==> src/rtl/mem_bus_arbiter.sv <==
// Two-master (CPU data, instruction fetch) arbiter for the SoC memory/MMIO bus.
// Optional ACCESS timeout is compiled in with `define MEM_BUS_TIMEOUT_EN.
module mem_bus_arbiter #(
  parameter int ADDR_W         = 64,
  parameter int DATA_W         = 64,
  parameter int TIMEOUT_CYCLES = 255
) (
  input  logic                clk,
  input  logic                rst_n,
  input  logic                m0_req,
  input  logic                m0_we,
  input  logic [ADDR_W-1:0]   m0_addr,
  input  logic [DATA_W-1:0]   m0_wdata,
  input  logic [DATA_W/8-1:0] m0_wstrb,
  output logic                m0_gnt,
  output logic                m0_rvalid,
  output logic [DATA_W-1:0]   m0_rdata,
  output logic                m0_err,
  input  logic                m1_req,
  input  logic [ADDR_W-1:0]   m1_addr,
  output logic                m1_gnt,
  output logic                m1_rvalid,
  output logic [DATA_W-1:0]   m1_rdata,
  output logic                m1_err,
  output logic [3:0]          s_sel,
  output logic                s_valid,
  output logic                s_we,
  output logic [ADDR_W-1:0]   s_addr,
  output logic [DATA_W-1:0]   s_wdata,
  output logic [DATA_W/8-1:0] s_wstrb,
  input  logic                s_ready,
  input  logic [DATA_W-1:0]   s_rdata
);

  localparam int STRB_W = DATA_W / 8;

  // Slave windows in select-bit order {VGA, TIMER, ROM, RAM}: base and size-1.
  localparam logic [ADDR_W-1:0] SLV_BASE [0:3] = '{
    ADDR_W'(64'h0000_0000), ADDR_W'(64'h1000_0000),
    ADDR_W'(64'h2000_0000), ADDR_W'(64'h2000_0008)
  };
  localparam logic [ADDR_W-1:0] SLV_MASK [0:3] = '{
    ADDR_W'(64'h00FF_FFFF), ADDR_W'(64'h000F_FFFF),
    ADDR_W'(64'h0000_0007), ADDR_W'(64'h0000_0007)
  };

  typedef enum logic [1:0] {ST_IDLE, ST_ACCESS, ST_RESP} state_t;

  state_t              state_reg;
  logic                last_grant_reg;   // 1 = m1 was granted last
  logic                owner_reg;        // master owning the current transaction
  logic [3:0]          s_sel_reg;
  logic                s_valid_reg;
  logic                s_we_reg;
  logic [ADDR_W-1:0]   s_addr_reg;
  logic [DATA_W-1:0]   s_wdata_reg;
  logic [STRB_W-1:0]   s_wstrb_reg;
  logic                m0_rvalid_reg;
  logic [DATA_W-1:0]   m0_rdata_reg;
  logic                m0_err_reg;
  logic                m1_rvalid_reg;
  logic [DATA_W-1:0]   m1_rdata_reg;
  logic                m1_err_reg;

  logic                pick_valid;
  logic                pick_m1;
  logic [ADDR_W-1:0]   pick_addr;
  logic                pick_we;
  logic [DATA_W-1:0]   pick_wdata;
  logic [STRB_W-1:0]   pick_wstrb;
  logic [3:0]          pick_hit;
  logic                pick_legal;

`ifdef MEM_BUS_TIMEOUT_EN
  localparam int TO_W = ($clog2(TIMEOUT_CYCLES + 1) > 8) ? $clog2(TIMEOUT_CYCLES + 1) : 8;
  logic [TO_W-1:0] to_cnt_reg;
`endif

  // Round-robin choice; gated by rst_n so no grant is shown while in reset.
  always_comb begin
    pick_valid = 1'b0;
    pick_m1    = 1'b0;
    if (rst_n && state_reg == ST_IDLE) begin
      if (m0_req && m1_req) begin
        pick_valid = 1'b1;
        pick_m1    = ~last_grant_reg;
      end else if (m0_req) begin
        pick_valid = 1'b1;
      end else if (m1_req) begin
        pick_valid = 1'b1;
        pick_m1    = 1'b1;
      end
    end
  end

  always_comb begin
    pick_addr  = pick_m1 ? m1_addr : m0_addr;
    pick_we    = pick_m1 ? 1'b0 : m0_we;
    pick_wdata = pick_m1 ? '0 : m0_wdata;
    pick_wstrb = pick_m1 ? '0 : m0_wstrb;
  end

  // Offset compare: addresses below a base wrap to a large offset and miss.
  for (genvar gi = 0; gi < 4; gi++) begin : g_decode
    logic [ADDR_W-1:0] offset;
    assign offset       = pick_addr - SLV_BASE[gi];
    assign pick_hit[gi] = (offset <= SLV_MASK[gi]);
  end

  assign pick_legal = (pick_hit != 4'b0000) && !(pick_we && pick_hit[1]);

  assign m0_gnt = pick_valid & ~pick_m1;
  assign m1_gnt = pick_valid & pick_m1;

  always_ff @(posedge clk or negedge rst_n) begin
    if (!rst_n) begin
      state_reg      <= ST_IDLE;
      last_grant_reg <= 1'b1;
      owner_reg      <= 1'b0;
      s_sel_reg      <= '0;
      s_valid_reg    <= 1'b0;
      s_we_reg       <= 1'b0;
      s_addr_reg     <= '0;
      s_wdata_reg    <= '0;
      s_wstrb_reg    <= '0;
      m0_rvalid_reg  <= 1'b0;
      m0_rdata_reg   <= '0;
      m0_err_reg     <= 1'b0;
      m1_rvalid_reg  <= 1'b0;
      m1_rdata_reg   <= '0;
      m1_err_reg     <= 1'b0;
`ifdef MEM_BUS_TIMEOUT_EN
      to_cnt_reg     <= '0;
`endif
    end else begin
      m0_rvalid_reg <= 1'b0;
      m0_rdata_reg  <= '0;
      m0_err_reg    <= 1'b0;
      m1_rvalid_reg <= 1'b0;
      m1_rdata_reg  <= '0;
      m1_err_reg    <= 1'b0;
      case (state_reg)
        ST_IDLE: begin
          if (pick_valid) begin
            last_grant_reg <= pick_m1;
            owner_reg      <= pick_m1;
            s_we_reg       <= pick_we;
            s_addr_reg     <= pick_addr;
            s_wdata_reg    <= pick_wdata;
            s_wstrb_reg    <= pick_wstrb;
            if (pick_legal) begin
              state_reg   <= ST_ACCESS;
              s_valid_reg <= 1'b1;
              s_sel_reg   <= pick_hit;
`ifdef MEM_BUS_TIMEOUT_EN
              to_cnt_reg  <= '0;
`endif
            end else begin
              // Decode error: answer straight away without touching any slave.
              state_reg <= ST_RESP;
              if (pick_m1) begin
                m1_rvalid_reg <= 1'b1;
                m1_err_reg    <= 1'b1;
              end else begin
                m0_rvalid_reg <= 1'b1;
                m0_err_reg    <= 1'b1;
              end
            end
          end
        end
        ST_ACCESS: begin
          if (s_ready) begin
            state_reg   <= ST_RESP;
            s_valid_reg <= 1'b0;
            s_sel_reg   <= '0;
            if (owner_reg) begin
              m1_rvalid_reg <= 1'b1;
              m1_rdata_reg  <= s_rdata;
            end else begin
              m0_rvalid_reg <= 1'b1;
              m0_rdata_reg  <= s_rdata;
            end
          end
`ifdef MEM_BUS_TIMEOUT_EN
          else if (to_cnt_reg == TO_W'(TIMEOUT_CYCLES - 1)) begin
            state_reg   <= ST_RESP;
            s_valid_reg <= 1'b0;
            s_sel_reg   <= '0;
            if (owner_reg) begin
              m1_rvalid_reg <= 1'b1;
              m1_err_reg    <= 1'b1;
            end else begin
              m0_rvalid_reg <= 1'b1;
              m0_err_reg    <= 1'b1;
            end
          end else begin
            to_cnt_reg <= to_cnt_reg + 1'b1;
          end
`endif
        end
        ST_RESP: begin
          state_reg <= ST_IDLE;
        end
        default: begin
          state_reg <= ST_IDLE;
        end
      endcase
    end
  end

  assign s_sel     = s_sel_reg;
  assign s_valid   = s_valid_reg;
  assign s_we      = s_we_reg;
  assign s_addr    = s_addr_reg;
  assign s_wdata   = s_wdata_reg;
  assign s_wstrb   = s_wstrb_reg;
  assign m0_rvalid = m0_rvalid_reg;
  assign m0_rdata  = m0_rdata_reg;
  assign m0_err    = m0_err_reg;
  assign m1_rvalid = m1_rvalid_reg;
  assign m1_rdata  = m1_rdata_reg;
  assign m1_err    = m1_err_reg;

endmodule

==> config.mk <==
export PLATFORM = sky130hd
export DESIGN_NAME = mem_bus_arbiter
export DESIGN_NICKNAME = d
export VERILOG_FILES = /design/src/rtl/mem_bus_arbiter.sv
export SDC_FILE = /design/constraint.sdc
export NUM_CORES = 1
export LEC_CHECK = 0
export ABC_CLOCK_PERIOD_IN_PS = 12800
export CORE_AREA = 2 2 212 214
export DETAILED_ROUTE_END_ITERATION = 10
export DIE_AREA = 0 0 214 216
export PLACE_DENSITY_LB_ADDON = 0.12
export SYNTH_ARGS = -nofsm -noshare
export SYNTH_HDL_FRONTEND = slang
export SYNTH_SLANG_ARGS = --single-unit
==> constraint.sdc <==
create_clock -name clk -period 12.8 [get_ports clk]
set_input_delay 2.56 -clock clk [delete_from_list [all_inputs] [get_ports clk]]
set_output_delay 2.56 -clock clk [all_outputs]
set_load 0.005 [all_outputs]
### Word level (Yosys, flattened, before mapping)

Index checks and enable logic that the tools add are counted.

* flip-flop bits (word level): 278
* output and inout port bits: 276
* logic and storage cells: 84

* $add $sub $neg: 3
* order comparisons: 4
* equal/unequal tests: 4
* muxes and demuxes: 43
* bitwise gates (word level): 4
* reductions and logical operators: 11

Operators by type and width (number)
* $mux W64: 8
* $le A64 B3 Y1 const B: 2
* $sub A64 B30 Y64 const B: 2
* $le A64 B20 Y1 const B: 1
* $le A64 B24 Y1 const B: 1
* $sub A64 B29 Y64 const B: 1
* $mux W1: 23
* $mux W4: 3
* $mux W8: 1
* $pmux W4 S2: 1
* $mux W2: 3
* $ne A2 B2 Y1 const B: 3
* $pmux W1 S2: 3
* $logic_and A1 B1 Y1: 4
* $pmux W2 S2: 1
* $reduce_and A2 Y1: 2
* $reduce_and A4 Y1: 1
* $reduce_bool A4 Y1: 1
* $and A1 B1 Y1: 2
* $eq A2 B1 Y1 const B: 1
* $logic_not A2 Y1: 1
* $not A1 Y1: 2
* $reduce_bool A2 Y1: 1
* $logic_not A1 Y1: 1

### Longest topological paths before layout

* word-level depth: 13
* gate-level depth with buffers: 21
* gate-level depth less buffers: 16

### Worst setup path before layout

No wires, ideal clock.

* kind: input port to flip-flop
* start point: input port m1_req
* end point: register m0_rvalid_reg, in the netlist m0_rvalid
* library setup time: 0.130 ns
* data arrival time: 7.526 ns
* slack: 5.144 ns
* cell stages on the path: 20
* path buffers: 6
* cell sequence: a21boi_2 > nand2_2 > buf_2 > buf_2 > buf_2 > buf_2 > buf_1 > buf_1 > mux2i_1 > ha_1 > or4b_1 > a2111oi_0 > a2bb2o_1 > o31ai_1 > nand3b_1 > or4_1 > nor4_1 > nand4_1 > a21oi_2 > o22ai_1

* cells in the longest elaborated chain, start to end: 13
* elaborated cells between the ends (all ways): 25
* those cells by class: 3 x add/sub; 4 x order compare; 13 x mux; 5 x reduce/logical

RTL lines
* start: declaration: RTL line 19 `input logic m1_req,`
* $mux W1: RTL line 89 `end else if (m1_req) begin`
* $mux W1: RTL line 87 `end else if (m0_req) begin`
* $mux W1: RTL line 84 `if (m0_req && m1_req) begin`
* $mux W1: RTL line 83 `if (rst_n && state_reg == ST_IDLE) begin`
* $mux W64: RTL line 97 `pick_addr = pick_m1 ? m1_addr : m0_addr;`
* $sub A64 B29 Y64: RTL line 106 `assign offset = pick_addr - SLV_BASE[gi];`
* $le A64 B20 Y1: RTL line 107 `assign pick_hit[gi] = (offset <= SLV_MASK[gi]);`
* $logic_and A1 B1 Y1: RTL line 110 `assign pick_legal = (pick_hit != 4'b0000) && !(pick_we && pick_hit[1]);`
* $logic_not A1 Y1: RTL line 110
* $logic_and A1 B1 Y1: RTL line 110
* $mux W1: RTL line 151 `if (pick_legal) begin`
* $mux W1 (*): RTL line 144 `if (pick_valid) begin`
* $pmux W1 S2 (*): RTL line 142 `case (state_reg)`
* end signal: assignment: RTL line 126 `m0_rvalid_reg <= 1'b0;`
* end signal: assignment: RTL line 136 `m0_rvalid_reg <= 1'b0;`
* end signal: assignment: RTL line 165 `m0_rvalid_reg <= 1'b1;`
* end: declaration: RTL line 58 `logic m0_rvalid_reg;`

Mark *: on every way between the ends. The rest lies on a longest branch, timed or not.
A chain may end at the register's enable or synchronous reset.

### Worst setup path in the final report

* start point: input port rst_n
* end point: output port m0_gnt

* cells in the longest elaborated chain, start to end: 4
* elaborated cells between the ends (all ways): 5
* those cells by class: 2 x mux; 2 x bitwise; 1 x reduce/logical

RTL lines
* start: declaration: RTL line 9 `input logic rst_n,`
* $logic_and A1 B1 Y1 (*): RTL line 83
* $mux W1: RTL line 83
* $not A1 Y1: RTL line 112 `assign m0_gnt = pick_valid & ~pick_m1;`
* $and A1 B1 Y1 (*): RTL line 112
* end: declaration: RTL line 15 `output logic m0_gnt,`

Marked as above.

==> flow_summary.html <==
<table>
<tr><th>Metric</th><th>Value</th></tr>
<tr><th colspan="2">Setup path</th></tr>
<tr><td>Family with the most delay on the worst path</td><td>simple AND/OR/NAND/NOR gates</td></tr>
<tr><td>Startpoint class of the critical path</td><td>input pin</td></tr>
<tr><td>Cell-by-cell listing of the critical path</td><td>buf_8, or3b_1, buf_4, nor2_2, nand2_1, inv_2, clkdlybuf4s50_1</td></tr>
<tr><td>Worst Path Max Fanout</td><td>between 80 and 90</td></tr>
<tr><td>Kind of critical path</td><td>input pin to output port</td></tr>
<tr><td>Endpoint type of the worst setup path</td><td>output port</td></tr>
<tr><td>Setup slack on the worst flop-to-flop path</td><td>7010 ps</td></tr>
<tr><td>CP Buf/Inv Count</td><td>4</td></tr>
<tr><td>Arrival time of data at the critical path endpoint</td><td>5900 ps</td></tr>
<tr><td>Path length in cells of the critical path</td><td>7</td></tr>
<tr><td>CP max-delay cell</td><td>sky130_fd_sc_hd__nor2_2</td></tr>
<tr><td>Critical path required time</td><td>between 10000 and 15000 ps</td></tr>
<tr><td>Reg2reg path depth</td><td>16</td></tr>
<tr><td>Peak per-stage delay on the critical path</td><td>~990 ps</td></tr>
<tr><th colspan="2">GRT</th></tr>
<tr><td>Number of antenna violations at the first check in global routing</td><td>5</td></tr>
<tr><td>Largest net degree at the start of global routing</td><td>140</td></tr>
<tr><td>First-pass GRT wire length</td><td>114000 µm</td></tr>
<tr><td>Total gr overflow</td><td>0</td></tr>
<tr><td>Number of global-route vias before repair</td><td>15900</td></tr>
<tr><td>Total routing usage reported by global routing</td><td>around a third</td></tr>
<tr><th colspan="2">STA</th></tr>
<tr><td>Headroom to the max-slew limit</td><td>~12%</td></tr>
<tr><td>Post-route worst hold slack</td><td>475 ps</td></tr>
<tr><td>Post-Route Skew</td><td>24.9 ps</td></tr>
<tr><td>Post-layout worst setup margin</td><td>between 4000 and 5000 ps</td></tr>
<tr><td>Final setup violation count</td><td>0</td></tr>
<tr><td>Final Max Slew Viols</td><td>0</td></tr>
<tr><td>Clock period minus worst slack</td><td>8460 ps</td></tr>
<tr><td>Final-report hold violation count</td><td>0</td></tr>
<tr><td>Slew of the pin with the lowest slew margin</td><td>approximately 1300 ps</td></tr>
<tr><td>Final sum of negative setup slack</td><td>0 ps</td></tr>
<tr><td>RSZ-0062 raised after global routing</td><td>false</td></tr>
<tr><td>Top achievable clock speed</td><td>118 MHz</td></tr>
<tr><td>Ratio of final minimum period to clock period</td><td>about two thirds</td></tr>
<tr><th colspan="2">CTS</th></tr>
<tr><td>Clock Root Buffer</td><td>sky130_fd_sc_hd__clkbuf_16</td></tr>
<tr><td>Worst-Skew Late Latency</td><td>approximately 570 ps</td></tr>
<tr><td>Total of cells resized after clock tree synthesis</td><td>0</td></tr>
<tr><td>Clock transition at the register clock pins on the worst setup and hold paths after CTS</td><td>about 50 ps</td></tr>
<tr><td>Clock buffer count from CTS</td><td>31</td></tr>
<tr><td>CTS tree</td><td>built</td></tr>
<tr><td>CTS sink count</td><td>~280</td></tr>
<tr><td>Deepest clock path buffer count</td><td>3</td></tr>
<tr><td>Number of buffers inserted by hold repair at cts</td><td>0</td></tr>
<tr><td>Post-CTS repair timing setup buffer count</td><td>0</td></tr>
<tr><td>Maximum level of the CTS H-tree</td><td>1</td></tr>
<tr><th colspan="2">Placed design</th></tr>
<tr><td>Worst setup slack before clock tree synthesis</td><td>~4300 ps</td></tr>
<tr><td>Port Buf Inserts</td><td>between 500 and 600</td></tr>
<tr><td>Placer Congestion</td><td>between 1 and 1.5</td></tr>
<tr><td>Post-DP HPWL</td><td>between 60000 and 70000 µm</td></tr>
<tr><th colspan="2">Worst hold path</th></tr>
<tr><td>Worst min-delay path category</td><td>register to register</td></tr>
<tr><td>Number of cells on the worst hold path</td><td>2</td></tr>
<tr><th colspan="2">Routing</th></tr>
<tr><td>Vias</td><td>around 16000</td></tr>
<tr><td>Detail-routed net length per standard cell</td><td>roughly 29 µm</td></tr>
<tr><td>Routed via count divided by cell count</td><td>approximately 6</td></tr>
<tr><td>Routed wire length</td><td>about 79000 µm</td></tr>
<tr><td>Number of nets with antenna violations after detailed routing</td><td>0</td></tr>
<tr><td>DRC violations left</td><td>0</td></tr>
<tr><td>DRC violation total after the first TritonRoute iteration</td><td>roughly 2200</td></tr>
<tr><td>Number of iterations in the first detailed-routing pass</td><td>7</td></tr>
<tr><th colspan="2">Yosys</th></tr>
<tr><td>Most frequent cells after synthesis</td><td>sky130_fd_sc_hd__dfrtp_1 (277), sky130_fd_sc_hd__nand2_1 (156), sky130_fd_sc_hd__and2_1 (138), sky130_fd_sc_hd__o21ai_0 (91), sky130_fd_sc_hd__nor4_1 (80)</td></tr>
<tr><td>Cell type with the highest aggregate area in the netlist</td><td>sky130_fd_sc_hd__dfrtp_1</td></tr>
<tr><td>Fraction of post-synthesis cell area in the top cell type by area</td><td>~45%</td></tr>
<tr><td>Count leader, synth</td><td>sky130_fd_sc_hd__dfrtp_1</td></tr>
<tr><td>Post-Syn Nets</td><td>roughly 1900</td></tr>
<tr><td>Post-synth ARST share</td><td>between 90% and 100%</td></tr>
<tr><td>Count of flip-flops with a built-in enable after synthesis</td><td>0</td></tr>
<tr><td>Number of warnings issued by yosys</td><td>0</td></tr>
<tr><td>Cell variety after synth</td><td>93</td></tr>
<tr><td>Count of state elements after synthesis</td><td>around 280</td></tr>
<tr><td>Proportion of synthesized chip area in sequential cells</td><td>45.1%</td></tr>
<tr><td>Post-synthesis instance area</td><td>between 15000 and 20000 µm²</td></tr>
<tr><td>Post-Synthesis Mean Instance Area</td><td>around 9.5 µm²</td></tr>
<tr><td>Number of standard cells after synthesis</td><td>approximately 1600</td></tr>
<tr><td>Area contributors post-synth</td><td>sky130_fd_sc_hd__dfrtp_1 (45%), sky130_fd_sc_hd__and2_1 (5.6%), sky130_fd_sc_hd__a22o_1 (4.4%), sky130_fd_sc_hd__nand2_1 (3.8%), sky130_fd_sc_hd__nor4_1 (3.2%)</td></tr>
<tr><td>Leading register cell type out of synthesis</td><td>sky130_fd_sc_hd__dfrtp_1</td></tr>
<tr><th colspan="2">Cells and area</th></tr>
<tr><td>Signed area change from the synthesized netlist to the final layout</td><td>45.2%</td></tr>
<tr><td>Nets</td><td>2397</td></tr>
<tr><td>Footprint of the multi-input gates</td><td>approximately 8000 µm²</td></tr>
<tr><td>Fill cell total of the finished layout</td><td>slightly above 4000</td></tr>
<tr><td>Storage cell area</td><td>6960 µm²</td></tr>
<tr><td>Post-Route Utilization</td><td>between 50% and 60%</td></tr>
<tr><td>Fraction of final layout cells with drive strength greater than 1</td><td>roughly 5.5%</td></tr>
<tr><th colspan="2">Power</th></tr>
<tr><td>Leak pwr</td><td>~9.1 nW</td></tr>
<tr><td>Total Power Consumption</td><td>between 2 and 2.5 mW</td></tr>
<tr><td>Worst vdd rail ir drop</td><td>between 100 and 150 µV</td></tr>
<tr><td>Power density over the cells</td><td>roughly 110 nW/µm²</td></tr>
<tr><th colspan="2">Floorplan</th></tr>
<tr><td>I/O Pins</td><td>between 500 and 600</td></tr>
<tr><td>Die Outline Area</td><td>between 40000 and 50000 µm²</td></tr>
<tr><td>Initial core utilization</td><td>35.2%</td></tr>
<tr><td>Area of the core</td><td>between 40000 and 50000 µm²</td></tr>
<tr><td>Floorplan die height</td><td>between 200 and 250 µm</td></tr>
<tr><td># rows</td><td>77</td></tr>
<tr><td>Die Span X</td><td>about 210 µm</td></tr>
<tr><th colspan="2">Job</th></tr>
<tr><td>Number of violations of the max-capacitance limit</td><td>0</td></tr>
<tr><th colspan="2">Status</th></tr>
<tr><td>Run status</td><td>completed</td></tr>
</table>
-- metal layers --
layer  global-route usage (%)  part of all wire [%]
met1                     42.1                    39
met2                     54.2                    47
met5                        0                 0.017
met4                     13.3                   4.9
met3                     7.32                   9.3
-- worst paths after layout --
kind | start | to
max reg2reg | state_reg[0] | s_sel[1]
min reg2reg | s_addr[50] | s_addr[50]
min in group asynchronous | rst_n | s_wdata[15]
max in group asynchronous | rst_n | s_addr[23]
max | rst_n | m0_gnt
min | s_addr[50] | s_addr[50]
-- worst reg2reg max path, delay by kind of cell (launching register included) --
kind            cells  cell delay [ps]
xor+xnor            1              150
buf+inv             2              450
flops               1              470
simple gates        7             2160
compound gates      5             1760
fa+ha+maj           1              580
-- final cells by class --
| cell class | count | area share [%] |
|---|---|---|
| Antenna cell | 3 | 0.0335 |
| Clock buffer | 43 | 3.84 |
| Clock inverter | 9 | 0.564 |
| Inverter | 14 | 0.234 |
| Multi-Input combinational cell | 1228 | 35.7 |
| Sequential cell | 278 | 31.0 |
| Tap cell | 592 | 3.30 |
| Timing Repair Buffer | 571 | 25.3 |
-- placed cells by master (no fill, tap or decap), types with 11 or more instances in the layout --
cell type and n:
sky130_fd_sc_hd__o21ai_0 90, sky130_fd_sc_hd__or3_1 15, sky130_fd_sc_hd__or4_1 25, sky130_fd_sc_hd__nand2_1 156
sky130_fd_sc_hd__xor2_1 17, sky130_fd_sc_hd__clkdlybuf4s50_1 544, sky130_fd_sc_hd__a21oi_1 37, sky130_fd_sc_hd__clkbuf_16 31
sky130_fd_sc_hd__and3_1 19, sky130_fd_sc_hd__dfrtp_1 277, sky130_fd_sc_hd__nor2_1 67, sky130_fd_sc_hd__inv_1 12
sky130_fd_sc_hd__o2111ai_1 11, sky130_fd_sc_hd__nor4b_1 11, sky130_fd_sc_hd__mux2_2 11, sky130_fd_sc_hd__a22o_1 77
sky130_fd_sc_hd__and2_1 138, sky130_fd_sc_hd__mux2i_1 49, sky130_fd_sc_hd__a31oi_1 26, sky130_fd_sc_hd__nand4_1 55
sky130_fd_sc_hd__nand3b_1 12, sky130_fd_sc_hd__xnor2_1 33, sky130_fd_sc_hd__o211ai_1 22, sky130_fd_sc_hd__nor3_1 42
sky130_fd_sc_hd__buf_4 25, sky130_fd_sc_hd__nor4_1 80, sky130_fd_sc_hd__nand3_1 43
-- report_power, final --
part           internal (mW)  total (mW)  switching [mW]
registers              0.953       0.994          0.0412
logic                  0.289       0.613           0.324
clock network          0.524       0.872           0.349
-- cell families after synthesis --
kind of cell,synth area share [%]
adders and majority gates,0.243
DFF,45.1
xor gates and xnor gates,2.84
buffers and inverters,3.30
and+or+nand+nor,26.5
AOI/OAI and AO/OA,18.1
muxes,3.98
-- per-stage QoR --
step / area, µm² / instances
after floorplan: 15400 / 1632
after global placement: 21400 / 2683
final: 22400 / 2738
after CTS: 22400 / 2735
after detailed placement: 21400 / 2683
after global routing: 22400 / 2737
Power figures use the tool's default switching activity.
